`config.mk`:
```
export PLATFORM = sky130hd
export DESIGN_NAME = toy_mem_arbiter
export DESIGN_NICKNAME = d
export VERILOG_FILES = /design/src/rtl/toy_mem_pkg.sv /design/src/rtl/toy_rr_arb2.sv /design/src/rtl/toy_mem_arbiter.sv
export SDC_FILE = /design/constraint.sdc
export NUM_CORES = 1
export LEC_CHECK = 0
export ABC_AREA = 0
export CELL_PAD_IN_SITES_DETAIL_PLACEMENT = 2
export CELL_PAD_IN_SITES_GLOBAL_PLACEMENT = 2
export CORE_ASPECT_RATIO = 2
export CORE_MARGIN = 1
export CORE_UTILIZATION = 31
export DETAILED_ROUTE_END_ITERATION = 10
export GPL_TIMING_DRIVEN = 0
export PLACE_DENSITY = 0.86
export RECOVER_POWER = 25
export SLEW_MARGIN = 30
export SYNTH_ARGS = -nofsm -noshare
export SYNTH_HDL_FRONTEND = slang
export SYNTH_HIERARCHICAL = 1
export SYNTH_SLANG_ARGS = --single-unit
export TNS_END_PERCENT = 50
```
`constraint.sdc`:
```
create_clock -name clk -period 2.9 [get_ports clk]
set_input_delay 0.725 -clock clk [delete_from_list [all_inputs] [get_ports clk]]
set_output_delay 0.725 -clock clk [all_outputs]
set_load 0.02 [all_outputs]
```
`src/rtl/toy_mem_pkg.sv`:
```
// -----------------------------------------------------------------------------
// toy_mem_pkg
// Shared definitions for the two-port word-to-byte memory arbiter.
//   - state_e    : sequencer state encoding (IDLE, XFER, RWAIT, DONE)
//   - DEF_ADDR_W : default byte address width
//   - DEF_BEATS  : default bytes per word
// No ports (package).
// -----------------------------------------------------------------------------
package toy_mem_pkg;

  localparam int DEF_ADDR_W = 8;
  localparam int DEF_BEATS  = 4;

  typedef enum logic [1:0] {
    ST_IDLE  = 2'd0,
    ST_XFER  = 2'd1,
    ST_RWAIT = 2'd2,
    ST_DONE  = 2'd3
  } state_e;

endpackage

```
`src/rtl/toy_rr_arb2.sv`:
```
// -----------------------------------------------------------------------------
// toy_rr_arb2
// Combinational two-way round-robin pick.
//   req_i[1:0]     in  : request per port
//   last_served_i  in  : port granted most recently
//   valid_o        out : at least one request present
//   winner_o       out : granted port index
// On a tie the port that was not served last wins.
// -----------------------------------------------------------------------------
module toy_rr_arb2 (
  input  logic [1:0] req_i,
  input  logic       last_served_i,
  output logic       valid_o,
  output logic       winner_o
);

  always_comb begin
    valid_o = |req_i;
    if (req_i == 2'b11) begin
      winner_o = ~last_served_i;
    end else begin
      // Single (or no) request: port 1 wins only if it is the one asking.
      winner_o = req_i[1];
    end
  end

endmodule

```
`src/rtl/toy_mem_arbiter.sv`:
```
// -----------------------------------------------------------------------------
// toy_mem_arbiter
// Shares one byte-wide synchronous memory between two word requesters.
// Each word access is issued as BEATS little-endian byte beats.
//   clk, reset                  : clock, synchronous active-high reset
//   mN_req/we/addr/wdata  (N=0,1): word request, held until mN_done
//   mN_done, mN_rdata           : one-cycle completion pulse and read word
//   mem_en/we/addr/wdata        : memory strobes (all registered)
//   mem_rdata                   : memory read byte, one cycle after strobe
//   busy, owner                 : sequencer not idle, currently granted port
// Optional macro TOY_MEM_ARB_ALIGN_CHECK_EN adds output err: a granted access
// with addr[1:0] != 0 completes immediately with err=1, rdata=0 and no
// memory strobes.
// -----------------------------------------------------------------------------
module toy_mem_arbiter
  import toy_mem_pkg::*;
#(
  parameter int ADDR_W = DEF_ADDR_W,
  parameter int BEATS  = DEF_BEATS
) (
  input  logic                 clk,
  input  logic                 reset,
  input  logic                 m0_req,
  input  logic                 m0_we,
  input  logic [ADDR_W-1:0]    m0_addr,
  input  logic [8*BEATS-1:0]   m0_wdata,
  output logic                 m0_done,
  output logic [8*BEATS-1:0]   m0_rdata,
  input  logic                 m1_req,
  input  logic                 m1_we,
  input  logic [ADDR_W-1:0]    m1_addr,
  input  logic [8*BEATS-1:0]   m1_wdata,
  output logic                 m1_done,
  output logic [8*BEATS-1:0]   m1_rdata,
  output logic                 mem_en,
  output logic                 mem_we,
  output logic [ADDR_W-1:0]    mem_addr,
  output logic [7:0]           mem_wdata,
  input  logic [7:0]           mem_rdata,
  output logic                 busy,
  output logic                 owner
`ifdef TOY_MEM_ARB_ALIGN_CHECK_EN
  ,
  output logic                 err
`endif
);

  localparam int WORD_W = 8 * BEATS;
  localparam int BEAT_W = (BEATS > 1) ? $clog2(BEATS) : 1;
  localparam logic [BEAT_W-1:0] LAST_BEAT = BEAT_W'(BEATS - 1);

  state_e              state_q;
  logic [BEAT_W-1:0]   beat_q;
  logic                owner_q;
  logic                last_q;
  logic                we_q;
  logic [ADDR_W-1:0]   addr_q;
  logic [WORD_W-1:0]   wdata_q;
  logic [WORD_W-1:0]   rbuf_q;
  logic                mem_en_q;
  logic                mem_we_q;
  logic [ADDR_W-1:0]   mem_addr_q;
  logic [7:0]          mem_wdata_q;
  logic [1:0]          done_q;
  logic [WORD_W-1:0]   rdata_q [2];

  logic                arb_valid;
  logic                arb_winner;
  logic                sel_we;
  logic [ADDR_W-1:0]   sel_addr;
  logic [WORD_W-1:0]   sel_wdata;
  logic [BEAT_W-1:0]   beat_d;
  logic [WORD_W-1:0]   rword_d;
  logic                misaligned_d;

  toy_rr_arb2 u_arb (
    .req_i         ({m1_req, m0_req}),
    .last_served_i (last_q),
    .valid_o       (arb_valid),
    .winner_o      (arb_winner)
  );

  always_comb begin
    sel_we    = arb_winner ? m1_we    : m0_we;
    sel_addr  = arb_winner ? m1_addr  : m0_addr;
    sel_wdata = arb_winner ? m1_wdata : m0_wdata;
  end

  assign beat_d = beat_q + 1'b1;

  // Assembled read word: the last byte arrives in RWAIT straight from memory.
  always_comb begin
    rword_d                = rbuf_q;
    rword_d[WORD_W-1 -: 8] = mem_rdata;
  end

`ifdef TOY_MEM_ARB_ALIGN_CHECK_EN
  logic err_q;
  assign misaligned_d = (sel_addr[1:0] != 2'b00);
  assign err          = err_q;
`else
  assign misaligned_d = 1'b0;
`endif

  always_ff @(posedge clk) begin
    if (reset) begin
      state_q     <= ST_IDLE;
      beat_q      <= '0;
      owner_q     <= 1'b0;
      last_q      <= 1'b1;
      we_q        <= 1'b0;
      addr_q      <= '0;
      wdata_q     <= '0;
      rbuf_q      <= '0;
      mem_en_q    <= 1'b0;
      mem_we_q    <= 1'b0;
      mem_addr_q  <= '0;
      mem_wdata_q <= '0;
      done_q      <= '0;
      rdata_q[0]  <= '0;
      rdata_q[1]  <= '0;
`ifdef TOY_MEM_ARB_ALIGN_CHECK_EN
      err_q       <= 1'b0;
`endif
    end else begin
      done_q <= '0;
`ifdef TOY_MEM_ARB_ALIGN_CHECK_EN
      err_q  <= 1'b0;
`endif
      unique case (state_q)
        ST_IDLE: begin
          if (arb_valid) begin
            owner_q <= arb_winner;
            we_q    <= sel_we;
            addr_q  <= sel_addr;
            wdata_q <= sel_wdata;
            beat_q  <= '0;
            rbuf_q  <= '0;
            if (misaligned_d) begin
              state_q             <= ST_DONE;
              done_q[arb_winner]  <= 1'b1;
              rdata_q[arb_winner] <= '0;
`ifdef TOY_MEM_ARB_ALIGN_CHECK_EN
              err_q               <= 1'b1;
`endif
            end else begin
              // Beat 0 strobes are loaded here so they appear in the first XFER cycle.
              state_q     <= ST_XFER;
              mem_en_q    <= 1'b1;
              mem_we_q    <= sel_we;
              mem_addr_q  <= sel_addr;
              mem_wdata_q <= sel_wdata[7:0];
            end
          end
        end
        ST_XFER: begin
          // The byte read by the previous beat is on mem_rdata now.
          if (!we_q && beat_q != '0) begin
            rbuf_q[8*(int'(beat_q)-1) +: 8] <= mem_rdata;
          end
          if (beat_q == LAST_BEAT) begin
            mem_en_q <= 1'b0;
            mem_we_q <= 1'b0;
            if (we_q) begin
              state_q         <= ST_DONE;
              done_q[owner_q] <= 1'b1;
            end else begin
              state_q <= ST_RWAIT;
            end
          end else begin
            beat_q      <= beat_d;
            mem_addr_q  <= addr_q + ADDR_W'(beat_d);
            mem_wdata_q <= wdata_q[8*int'(beat_d) +: 8];
          end
        end
        ST_RWAIT: begin
          state_q          <= ST_DONE;
          done_q[owner_q]  <= 1'b1;
          rdata_q[owner_q] <= rword_d;
        end
        ST_DONE: begin
          last_q  <= owner_q;
          state_q <= ST_IDLE;
        end
        default: state_q <= ST_IDLE;
      endcase
    end
  end

  assign m0_done   = done_q[0];
  assign m1_done   = done_q[1];
  assign m0_rdata  = rdata_q[0];
  assign m1_rdata  = rdata_q[1];
  assign mem_en    = mem_en_q;
  assign mem_we    = mem_we_q;
  assign mem_addr  = mem_addr_q;
  assign mem_wdata = mem_wdata_q;
  assign busy      = (state_q != ST_IDLE);
  assign owner     = owner_q;

endmodule
```
Word level (Yosys, flattened, before mapping) --
Memories as Yosys holds them, arrays and structs flattened. Cells that the tools add are included.
Word-level totals: word-level logic and storage cells 86, bits in latches 0, bits in read-only memories 0, memories 1, output and inout bits 86, register bits 99, RAM bits 64
Memories:
- rdata_q | words 2, bits a word 32, read ports 2, clocked after Yosys merged registers in 0, write ports 2, RTL line toy_mem_arbiter.sv:65 | logic [WORD_W-1:0] rdata_q [2];
Cells by class: reductions and logical operators 14, equality and inequality tests 9, $add $sub $neg 4, order comparisons 2, multiplexer cells 39, $mul 0, shifts and indexed selects 3, bitwise operators 1, divide/modulo/power cells 0
Operators by type and width (number):
- two-way mux 32 bit | 4
- case mux 32 bit (2 select lines) | 1
- two-way mux 8 bit | 5
- negation 6 -> 33 bit | 1
- variable shift 8 x 33 -> 32 bit (first input constant) | 1
- indexed part select 8 x 33 -> 32 bit | 1
- bitwise mux 32 bit | 1
- case mux 8 bit (2 select lines) | 2
- OR reduction 32 bit | 1
- indexed part select 32 x 6 -> 8 bit | 1
- two-way mux 1 bit | 14
- two-way mux 2 bit | 6
- AND reduction 3 bit | 3
- adder 8 x 2 -> 8 bit | 1
- == test 2 bit (second input constant) | 4
- != test 2 bit (second input constant) | 4
- case mux 2 bit (2 select lines) | 2
- case mux 2 bit (4 select lines) | 1
- nonzero test 2 bit | 3
- case mux 1 bit (2 select lines) | 2
- AND reduction 2 bit | 2
- subtractor 2 x 1 -> 3 bit (second input constant) | 1
- adder 2 x 1 -> 2 bit (second input constant) | 1
- == test 2 x 1 -> 1 bit (second input constant) | 1
- 8 further kinds | 9

Logic depth before layout (Yosys ltp) --
Gate-level depths: netlist of the first run.
word-level depth 7, gate-level depth with buffers 8

By module --
The synthesis of the first run kept the hierarchy.
Modules (own cells, without submodules):
- toy_mem_arbiter | area each 6862.8 µm², cells an instance 618, seq. area each 3743.6 µm², instances 1
- toy_rr_arb2 | area each 13.8 µm², cells an instance 2, seq. area each 0.0 µm², instances 1

Least setup slack after synthesis of the first run --
No wires, ideal clock.
kind input port to flip-flop, from input reset, to memory rdata_q[0][0] (netlist name), enable pin, stages on the path 3, library setup time 375 ps, required time 2525 ps, buffers on the path 1, path slack 751 ps, data arrival time 1774 ps, cells stage by stage buf_2 -> nor3b_1 -> or2_2
RTL lines:
- from (decl) | RTL line toy_mem_arbiter.sv:22 | input logic reset,
- to (decl) | RTL line toy_mem_arbiter.sv:65

Final worst setup path of the first run --
from register beat_q[0], to register rbuf_q[13]
Between the ends: cells in the longest elaborated chain, start to end 6
RTL lines:
- from (decl) | RTL line toy_mem_arbiter.sv:53 | logic [BEAT_W-1:0] beat_q;
- from (signal assigned) | RTL line toy_mem_arbiter.sv:171 | beat_q <= beat_d;
- subtractor 2 x 1 -> 3 bit | RTL line toy_mem_arbiter.sv:159 | rbuf_q[8*(int'(beat_q)-1) +: 8] <= mem_rdata;
- negation 6 -> 33 bit | RTL line toy_mem_arbiter.sv:159
- indexed part select 8 x 33 -> 32 bit / variable shift 8 x 33 -> 32 bit (equally long branches) | RTL line toy_mem_arbiter.sv:159
- bitwise mux 32 bit | RTL line toy_mem_arbiter.sv:159
- two-way mux 32 bit | RTL line toy_mem_arbiter.sv:158 | if (!we_q && beat_q != '0) begin
- case mux 32 bit (2 select lines) | RTL line toy_mem_arbiter.sv:130 | unique case (state_q)
- to (signal, indexed assignment) | RTL line toy_mem_arbiter.sv:159
- to (decl) | RTL line toy_mem_arbiter.sv:59 | logic [WORD_W-1:0] rbuf_q;
Parallel ways exist; a longest one is shown, timed or not. The select of a mux whose other input is x is not followed. A chain may end at the register's enable or synchronous reset.

==> results of run 1 <==
-- cells by family after synthesis --
group | after synthesis | share of synthesized area
buffers and inverters | 51 | 0.0404
adders and majority gates | 14 | 0.0266
and+or+nand+nor | 221 | 0.168
AOI/OAI and AO/OA | 120 | 0.121
DFF | 155 | 0.544
xor gates and xnor gates | 3 | 0.00382
muxes | 56 | 0.0961
-- metrics by stage --
step / cells / total power [uW] / TNS [ns] / util / setup slack, ns
after detailed placement: 1072 / 6310 / -27.39 / 0.416 / -0.570
after CTS: 1104 / 8700 / 0 / 0.444 / 0.123
after global placement: 1072 / 6150 / -22.94 / 0.416 / -0.497
after global routing: 1104 / 9000 / 0 / 0.444 / 0.0583
final: 1104 / 8590 / 0 / 0.444 / 0.222
after floorplan: 620 / 4950 / 0 / - / 0.751
-- critical path, delay by kind of cell, from the launching register on --
family / cells / cell delay (ns)
compound gates: 1 / 0.26
fa+ha+maj: 1 / 0.61
flops: 1 / 0.50
buf+inv: 2 / 0.52
simple gates: 3 / 0.69
-- layer usage --
metal	wire [um]	part of all wire	vias up	global-route usage
met4	1140	0.048	0	0.132
met3	689	0.029	53	0.0325
met1	7640	0.32	2785	0.193
met2	14300	0.60	190	0.453
met5	0	0	-	0
li1	-	-	2612	-
-- synth_stat cells (2+ instances only) --
master,count,area [um^2]
nor3_1,7,35.0
a21oi_1,36,180
inv_1,9,33.8
a21o_1,7,52.6
mux2i_1,48,480
mux4_2,8,180
a211oi_1,48,360
xor2_1,2,17.5
a31oi_1,2,12.5
nand4b_1,2,17.5
buf_4,12,90.1
and2_1,66,413
buf_6,4,45.0
or2_2,2,12.5
and3_1,4,25.0
o21ai_0,8,40.0
nand3_1,27,135
o211ai_1,4,30.0
a21oi_4,4,65.1
nand2_1,41,154
and4_1,2,17.5
clkbuf_1,16,60.1
dfxtp_1,91,1820
ha_1,13,163
edfxtp_1,64,1920
or3b_4,3,33.8
buf_2,9,45.0
nor2_1,57,214
-- area by class of cell --
cell class | instances | area (um^2)
multi-input combinational | 414 | 2860
inverter | 9 | 33.8
timing repair buffer | 179 | 1790
clock buffer | 24 | 518
sequential | 155 | 3740
buffer | 42 | 244
tap | 273 | 342
clock inverter | 8 | 104
fill | 2245 | 12000
-- state kept, by name, summed over array words and instances (netlist names) --
register	cells
last_q	1
owner	1
mem_addr	8
state_q	2
wdata_q	32
done_q	2
mem_we	1
rbuf_q	24
mem_en	1
we_q	1
rdata_q	64
beat_q	2
addr_q	8
mem_wdata	8
-- cells in the final DEF (no fill, tap or decap), types with 7 or more instances in the layout --
cell / n
edfxtp_1: 64
mux4_2: 8
nor3_1: 7
clkbuf_1: 18
and2_0: 24
nor2_1: 57
nand2_1: 41
buf_2: 9
dlygate4sd3_1: 39
mux2i_1: 48
a211oi_1: 48
buf_4: 12
o21ai_0: 8
a21oi_1: 37
and2_1: 42
dfxtp_1: 91
nand3_1: 27
clkbuf_16: 20
inv_1: 9
a21o_1: 7
ha_1: 13
clkdlybuf4s50_1: 140
-- where the power goes --
group	internal [uW]	switching, uW
Clock	1430	912
Combinational	1280	1940
Sequential	2710	313
Total	5420	3170
-- worst min path at each step --
stage                                   from                       end  slack, ns  cells past startpoint
finish              mem_addr[3]$_SDFFE_PP0P_  mem_addr[3]$_SDFFE_PP0P_       0.47                      2
global route        mem_addr[3]$_SDFFE_PP0P_  mem_addr[3]$_SDFFE_PP0P_       0.49                      2
CTS                 mem_addr[3]$_SDFFE_PP0P_  mem_addr[3]$_SDFFE_PP0P_       0.47                      2
detailed placement    rbuf_q[0]$_SDFFE_PP0P_    rbuf_q[0]$_SDFFE_PP0P_       0.46                      2
global placement    mem_addr[1]$_SDFFE_PP0P_  mem_addr[1]$_SDFFE_PP0P_       0.44                      2
floorplan             rbuf_q[0]$_SDFFE_PP0P_    rbuf_q[0]$_SDFFE_PP0P_       0.44                      2
-- timing repair --
| action | in CTS | in global routing |
|---|---|---|
| hold endpoints to repair | 0 | 0 |
| setup endpoints to repair | 32 | 0 |
| gates resized for setup | 1 | 0 |
==> results.json, run 1 <==
{
  "status": "complete, no violations",
  "dp_hpwl_um": 18100,
  "synth_edf_count": 64,
  "syn_area_um2": 6880,
  "avgSynthCellArea_um2": 11.1,
  "io_buffers": 179,
  "ant_nets": 0,
  "cts_buffers": 17,
  "place_congestion": 0.805,
  "hold_buffers": 0,
  "area_growth_pct": 40.1,
  "cp_max_fo": 10,
  "pwr_density_cell_nw_per_um2": 892,
  "insertion_delay_ns": 0.43,
  "ys.flop_type": "dfxtp_1",
  "drv_cap": 0,
  "r2r_setup_slack_ns": 0.22,
  "hold_violations": 0,
  "slew_headroom": 0.461,
  "crit_path_end": "rbuf_q[13]$_SDFFE_PP0P_",
  "syn-instance-count": 620,
  "detail_route.wl_per_cell_um": 21.6,
  "io_pins": 180,
  "grt_max_degree": 33,
  "final_layout_size_suffix_gt1_frac": 0.0939,
  "diodes": 0,
  "cts_root_buffer": "clkbuf_16",
  "cts_tree": "yes",
  "crit_path_start": "beat_q[0]$_SDFFE_PP0P_",
  "worst-setup-path-type": "reg2reg",
  "grt_overflow": 0,
  "nets": 926,
  "viasPerCell": 5.11,
  "num_vias": 5640,
  "grt_first_pass_wirelength_um": 36500,
  "yosysWarnings": 6,
  "rsz0062_at_grt": "false",
  "clk_pin_slew_ns": 0.07,
  "path_cells": "inv_1 -> ha_1 -> buf_6 -> nand4b_1 -> nor2_2 -> nand3_1 -> a21oi_1",
  "core_area_um2": 21700,
  "ys_ff_latch": 155,
  "timing.rr.start": "beat_q[0]$_SDFFE_PP0P_",
  "track_usage": 0.221,
  "post-route-period-util": 0.923,
  "fin_hold_ws_ns": 0.469,
  "drt_wl_total_um": 23800,
  "ys_async_sr_fraction": 0,
  "leakage_uw": 0.00360,
  "final_cell_area_um2": 9640,
  "start_util": 0.317,
  "clock-sinks": 155,
  "max_stage_delay_ns": 0.61,
  "worst_pin_slew_ns": 0.809,
  "final-setup-viol-count": 0,
  "cp-end-kind": "flip-flop",
  "rr_worst_depth": 7,
  "clk_path_buf_depth": 2,
  "cpMaxStageDelayCell": "ha_1",
  "synth-seq-area-share": 0.544,
  "fin_crit_ns": 2.68,
  "syn_nets": 728,
  "cp-start-kind": "flip-flop",
  "finalMaxSlewViolations": 0,
  "peakVddDrop_uv": 412,
  "synthDistinctLibCells": 52,
  "drc": 0,
  "num_rows": 76,
  "fmax_mhz": 373,
  "cts_setup_buffers": 0,
  "hold_class": "reg2reg",
  "placed_area_um2": 9010,
  "grt_pass1_vias": 6366,
  "finalClockSkew_ns": 0.0106,
  "arrival_ns": 3.02,
  "r2r-end": "rbuf_q[13]$_SDFFE_PP0P_",
  "fp.dieH_um": 213,
  "antenna_found_initial": 0,
  "drt_iter0_markers": 160,
  "crit_required_ns": 3.24,
  "cts_htree_levels": 4,
  "die_x_um": 107,
  "drt_first_pass_iters": 6,
  "dieArea_um2": 22800
}
Note: power is estimated with default switching activity, not from simulation.
==> inputs of run 2 (changes only) <==
- CELL_PAD_IN_SITES_DETAIL_PLACEMENT: 2 -> not set
- CELL_PAD_IN_SITES_GLOBAL_PLACEMENT: 2 -> not set
- CORE_MARGIN: 1 -> not set
- CORE_UTILIZATION: 31 -> 49
==> results.json, run 2 (same netlist as run 1, synthesis figures left out) <==
{
  "leakage_uw": 0.00359,
  "nets": 926,
  "cp-start-kind": "primary input",
  "clk_path_buf_depth": 2,
  "status": "complete, no violations",
  "worst-setup-path-type": "in2reg",
  "area_growth_pct": 38.5,
  "antenna_found_initial": 0,
  "fmax_mhz": 363,
  "finalMaxSlewViolations": 0,
  "drt_wl_total_um": 19100,
  "grt_pass1_vias": 5766,
  "viasPerCell": 5.55,
  "detail_route.wl_per_cell_um": 18.7,
  "cp-end-kind": "flip-flop",
  "cts_buffers": 17,
  "largest_reg_flops": 64,
  "final_cell_area_um2": 9530,
  "drv_cap": 0,
  "slew_headroom": 0.466,
  "hold_class": "reg2reg",
  "peakVddDrop_uv": 582,
  "cp_max_fo": 32,
  "clk_pin_slew_ns": 0.06,
  "insertion_delay_ns": 0.43,
  "post-route-period-util": 0.950,
  "num_rows": 60,
  "rsz0062_at_grt": "false",
  "placed_area_um2": 8900,
  "final_cell_mix": "clkdlybuf4s50_1 (142), dfxtp_1 (91), edfxtp_1 (64), nor2_1 (57)",
  "fin_crit_ns": 2.76,
  "io_buffers": 179,
  "setup_tns_ns": 0,
  "diodes": 0,
  "clock-sinks": 155,
  "final-setup-viol-count": 0,
  "hold_violations": 0,
  "grt_overflow": 0,
  "grt_max_degree": 33,
  "hold_buffers": 0,
  "final_common_cell": "clkdlybuf4s50_1",
  "fp.dieH_um": 170,
  "top_register": "rdata_q",
  "cpMaxStageDelayCell": "or2_2",
  "arrival_ns": 2.81,
  "cts_setup_buffers": 0,
  "ant_nets": 0,
  "cts_resized": 0,
  "worst_pin_slew_ns": 0.799,
  "path_cells": "clkdlybuf4s50_1 -> buf_2 -> nor3b_1 -> or2_2",
  "core_area_um2": 13600,
  "die_x_um": 85.8,
  "crit_required_ns": 2.95,
  "place_congestion": 0.917,
  "io_pins": 180,
  "fin_cells": 1017,
  "drt_first_pass_iters": 5,
  "dieArea_um2": 14500,
  "dp_hpwl_um": 14500,
  "drc": 0,
  "grt_first_pass_wirelength_um": 29500,
  "reg_top3": "rdata_q x64, wdata_q x32, rbuf_q x24",
  "finalClockSkew_ns": 0.0102,
  "pwr_density_cell_nw_per_um2": 889,
  "fin_hold_ws_ns": 0.460,
  "cts_htree_levels": 4,
  "final_util": 0.701,
  "track_usage": 0.271,
  "dp.cells": 985,
  "final_layout_size_suffix_gt1_frac": 0.0915,
  "num_vias": 5643,
  "start_util": 0.506,
  "drt_iter0_markers": 346,
  "cts_root_buffer": "clkbuf_16",
  "cts_tree": "yes",
  "max_stage_delay_ns": 0.76
}
run 2: cell types whose count changed in the layout (fill, tap and decap cells not counted), sizes merged:
| cell | before | now |
|---|---|---|
| buf | 26 | 23 |
| bufinv | 2 | 3 |
| clkbuf | 40 | 37 |
| clkdlybuf4s50 | 140 | 142 |
| clkinv | 4 | 2 |
| dlygate4sd3 | 39 | 37 |
| inv | 10 | 17 |
run 2: worst paths after layout:
path                       startpoint                            to  slack, ns  cells past startpoint
max reg2reg    beat_q[0]$_SDFFE_PP0P_      mem_addr[5]$_SDFFE_PP0P_       0.27                      7
min reg2reg  mem_addr[1]$_SDFFE_PP0P_      mem_addr[1]$_SDFFE_PP0P_       0.46                      2
max                             reset  rdata_q[0][14]$_SDFFCE_PN0P_       0.14                      4
min          mem_addr[1]$_SDFFE_PP0P_      mem_addr[1]$_SDFFE_PP0P_       0.46                      2
run 2: per-stage QoR:
| step | setup slack [ns] | total power (uW) |
|---|---|---|
| 2_1_floorplan | 0.751 | 4950 |
| 3_3_place_gp | -0.193 | 5980 |
| 4_1_cts | 0.176 | 8490 |
| 5_1_grt | 0.0512 | 8830 |
| 3_5_place_dp | -0.256 | 6100 |
| 6_report | 0.144 | 8470 |
run 2: layer usage:
metal | vias to the layer above | track usage | wire length (um)
li1 | 2626 | - | -
met1 | 2679 | 0.254 | 6260
met2 | 273 | 0.525 | 10900
met3 | 65 | 0.0516 | 931
met4 | 0 | 0.159 | 973
met5 | - | 0 | 0
run 2: layout make-up:
cell class              instances  area, um^2
plain buffers                  42         238
clock buffers                  18         429
clock inverters                14         203
fillers                       997        4060
inverters                       9        33.8
multi-input cells             414        2860
flip-flops and latches        155        3740
well taps                     186         233
repair buffers                179        1790
run 2: worst max-delay path: cells and delay by family:
| kind | cells | cell delay (ns) |
|---|---|---|
| AND/OR/NAND/NOR | 2 | 1.44 |
| buffers and inverters | 2 | 0.62 |
run 2: report_power, final:
part           switching (uW)  total, uW  leakage (uW)  internal, uW
Clock                     988       2390      0.000308          1400
Combinational            1800       3070       0.00187          1270
Sequential                306       3020       0.00141          2710
==> inputs of run 3 (changes only) <==
- CTS_CLUSTER_SIZE: not set -> 8
- GPL_ROUTABILITY_DRIVEN: not set -> 0
==> results.json, run 3 (same netlist as run 1, synthesis figures left out) <==
{
  "status": "complete, no violations",
  "grt_overflow": 0,
  "arrival_ns": 2.96,
  "worst_pin_slew_ns": 0.875,
  "dieArea_um2": 14500,
  "ant_nets": 0,
  "path_cells": "dlygate4sd3_1 -> or2_0 -> and2_0 -> clkbuf_1 -> clkbuf_1 -> clkbuf_1 -> a211oi_1",
  "cp_max_fo": 10,
  "track_usage": 0.263,
  "nets": 926,
  "peakVddDrop_uv": 688,
  "finalMaxSlewViolations": 0,
  "diodes": 0,
  "cts_buffers": 17,
  "hold_class": "reg2reg",
  "leakage_uw": 0.00352,
  "fin_crit_ns": 2.68,
  "clk_path_buf_depth": 2,
  "core_area_um2": 13600,
  "fin_hold_ws_ns": 0.459,
  "cts_htree_levels": 4,
  "largest_reg_flops": 64,
  "top_register": "rdata_q",
  "dp_hpwl_um": 14300,
  "post-route-period-util": 0.926,
  "fmax_mhz": 373,
  "nFillCells": 990,
  "crit_required_ns": 3.18,
  "grt_max_degree": 33,
  "cpMaxStageDelayCell": "dlygate4sd3_1",
  "reg_top3": "rdata_q x64, wdata_q x32, rbuf_q x24",
  "grtUsageMet3": 0.0477,
  "drv_cap": 0,
  "slew_headroom": 0.415,
  "top_usage_layer": "met2",
  "final-setup-viol-count": 0,
  "io_buffers": 179,
  "hold_violations": 0,
  "pwr_density_cell_nw_per_um2": 862,
  "insertion_delay_ns": 0.43,
  "seq_area_um2": 3740,
  "final_layout_size_suffix_gt1_frac": 0.0890,
  "met2_usage": 0.513,
  "final_util": 0.695,
  "drc": 0,
  "use_met1": 0.246,
  "io_pins": 180,
  "area_growth_pct": 37.4,
  "start_util": 0.506,
  "drt_iter0_markers": 273,
  "num_vias": 5651,
  "cts_tree": "yes",
  "grt_first_pass_wirelength_um": 28600,
  "antenna_found_initial": 0,
  "fp.dieH_um": 170,
  "clock-sinks": 155,
  "hold_buffers": 0,
  "grt_pass1_vias": 5768,
  "final_cell_area_um2": 9450,
  "viasPerCell": 5.56,
  "cp-start-kind": "primary input",
  "worst-setup-path-type": "in2reg",
  "final_common_cell": "clkdlybuf4s50_1",
  "crit_path_frequent_cell": "clkbuf_1",
  "detail_route.wl_per_cell_um": 18.3,
  "clk_pin_slew_ns": 0.07,
  "final_cell_mix": "clkdlybuf4s50_1 (150), dfxtp_1 (91), edfxtp_1 (64), nor2_1 (57)",
  "cts_root_buffer": "clkbuf_16",
  "die_x_um": 85.8,
  "max_stage_delay_ns": 0.55,
  "finalClockSkew_ns": 0.00902,
  "placed_area_um2": 8900,
  "num_rows": 60,
  "drt_wl_total_um": 18600,
  "drt_first_pass_iters": 5,
  "rsz0062_at_grt": "false",
  "cp-end-kind": "flip-flop",
  "multi_input_area_um2": 2860
}
run 3: per-layer routing:
layer,vias to the layer above,share of wire
met5,-,0
met4,0,0.051
met3,59,0.047
met2,263,0.57
met1,2699,0.33
li1,2630,-
run 3: what timing repair did:
item / CTS / global route
endpoints found under the setup margin: 0 / 32
resized for setup: 0 / 1
buffers inserted: 0 / 0
run 3: layout make-up:
type | count | area share
sequential | 155 | 0.396
buffer | 42 | 0.0244
tap | 186 | 0.0246
inverter | 9 | 0.00358
multi-input combinational | 414 | 0.303
timing repair buffer | 179 | 0.190
clock inverter | 14 | 0.0135
clock buffer | 18 | 0.0454
run 3: metrics by stage:
step	total power, uW	worst slack [ns]	TNS, ns	std cells
floorplan	4950	0.751	0	620
global placement	5940	-0.204	-6.92	985
detailed placement	6070	-0.312	-14.59	985
CTS	8150	0.114	0	1017
global route	8490	0.126	0	1017
finish	8140	0.216	0	1017
run 3: path summary, 6_finish.rpt:
| kind | startpoint | to | slack [ns] | depth (start not counted) |
|---|---|---|---|---|
| worst max-delay path | m0_req | wdata_q[2]$_SDFFE_PP0P_ | 0.22 | 7 |
| worst min-delay path | mem_addr[1]$_SDFFE_PP0P_ | mem_addr[1]$_SDFFE_PP0P_ | 0.46 | 2 |
| worst max register to register | state_q[1]$_SDFFE_PP0P_ | mem_addr[5]$_SDFFE_PP0P_ | 0.29 | 7 |
| worst min register to register | mem_addr[1]$_SDFFE_PP0P_ | mem_addr[1]$_SDFFE_PP0P_ | 0.46 | 2 |
run 3: worst max-delay path, delay by kind of cell:
kind	cells	cell delay, ns
buf+inv	4	1.63
simple gates	2	0.45
compound gates	1	0.15
run 3: where the power goes:
| group | switching (uW) | leakage (uW) | total, uW | internal, uW |
|---|---|---|---|---|
| clock network | 971 | 0.000260 | 2100 | 1120 |
| registers | 300 | 0.00141 | 3010 | 2710 |
| logic | 1780 | 0.00185 | 3030 | 1260 |
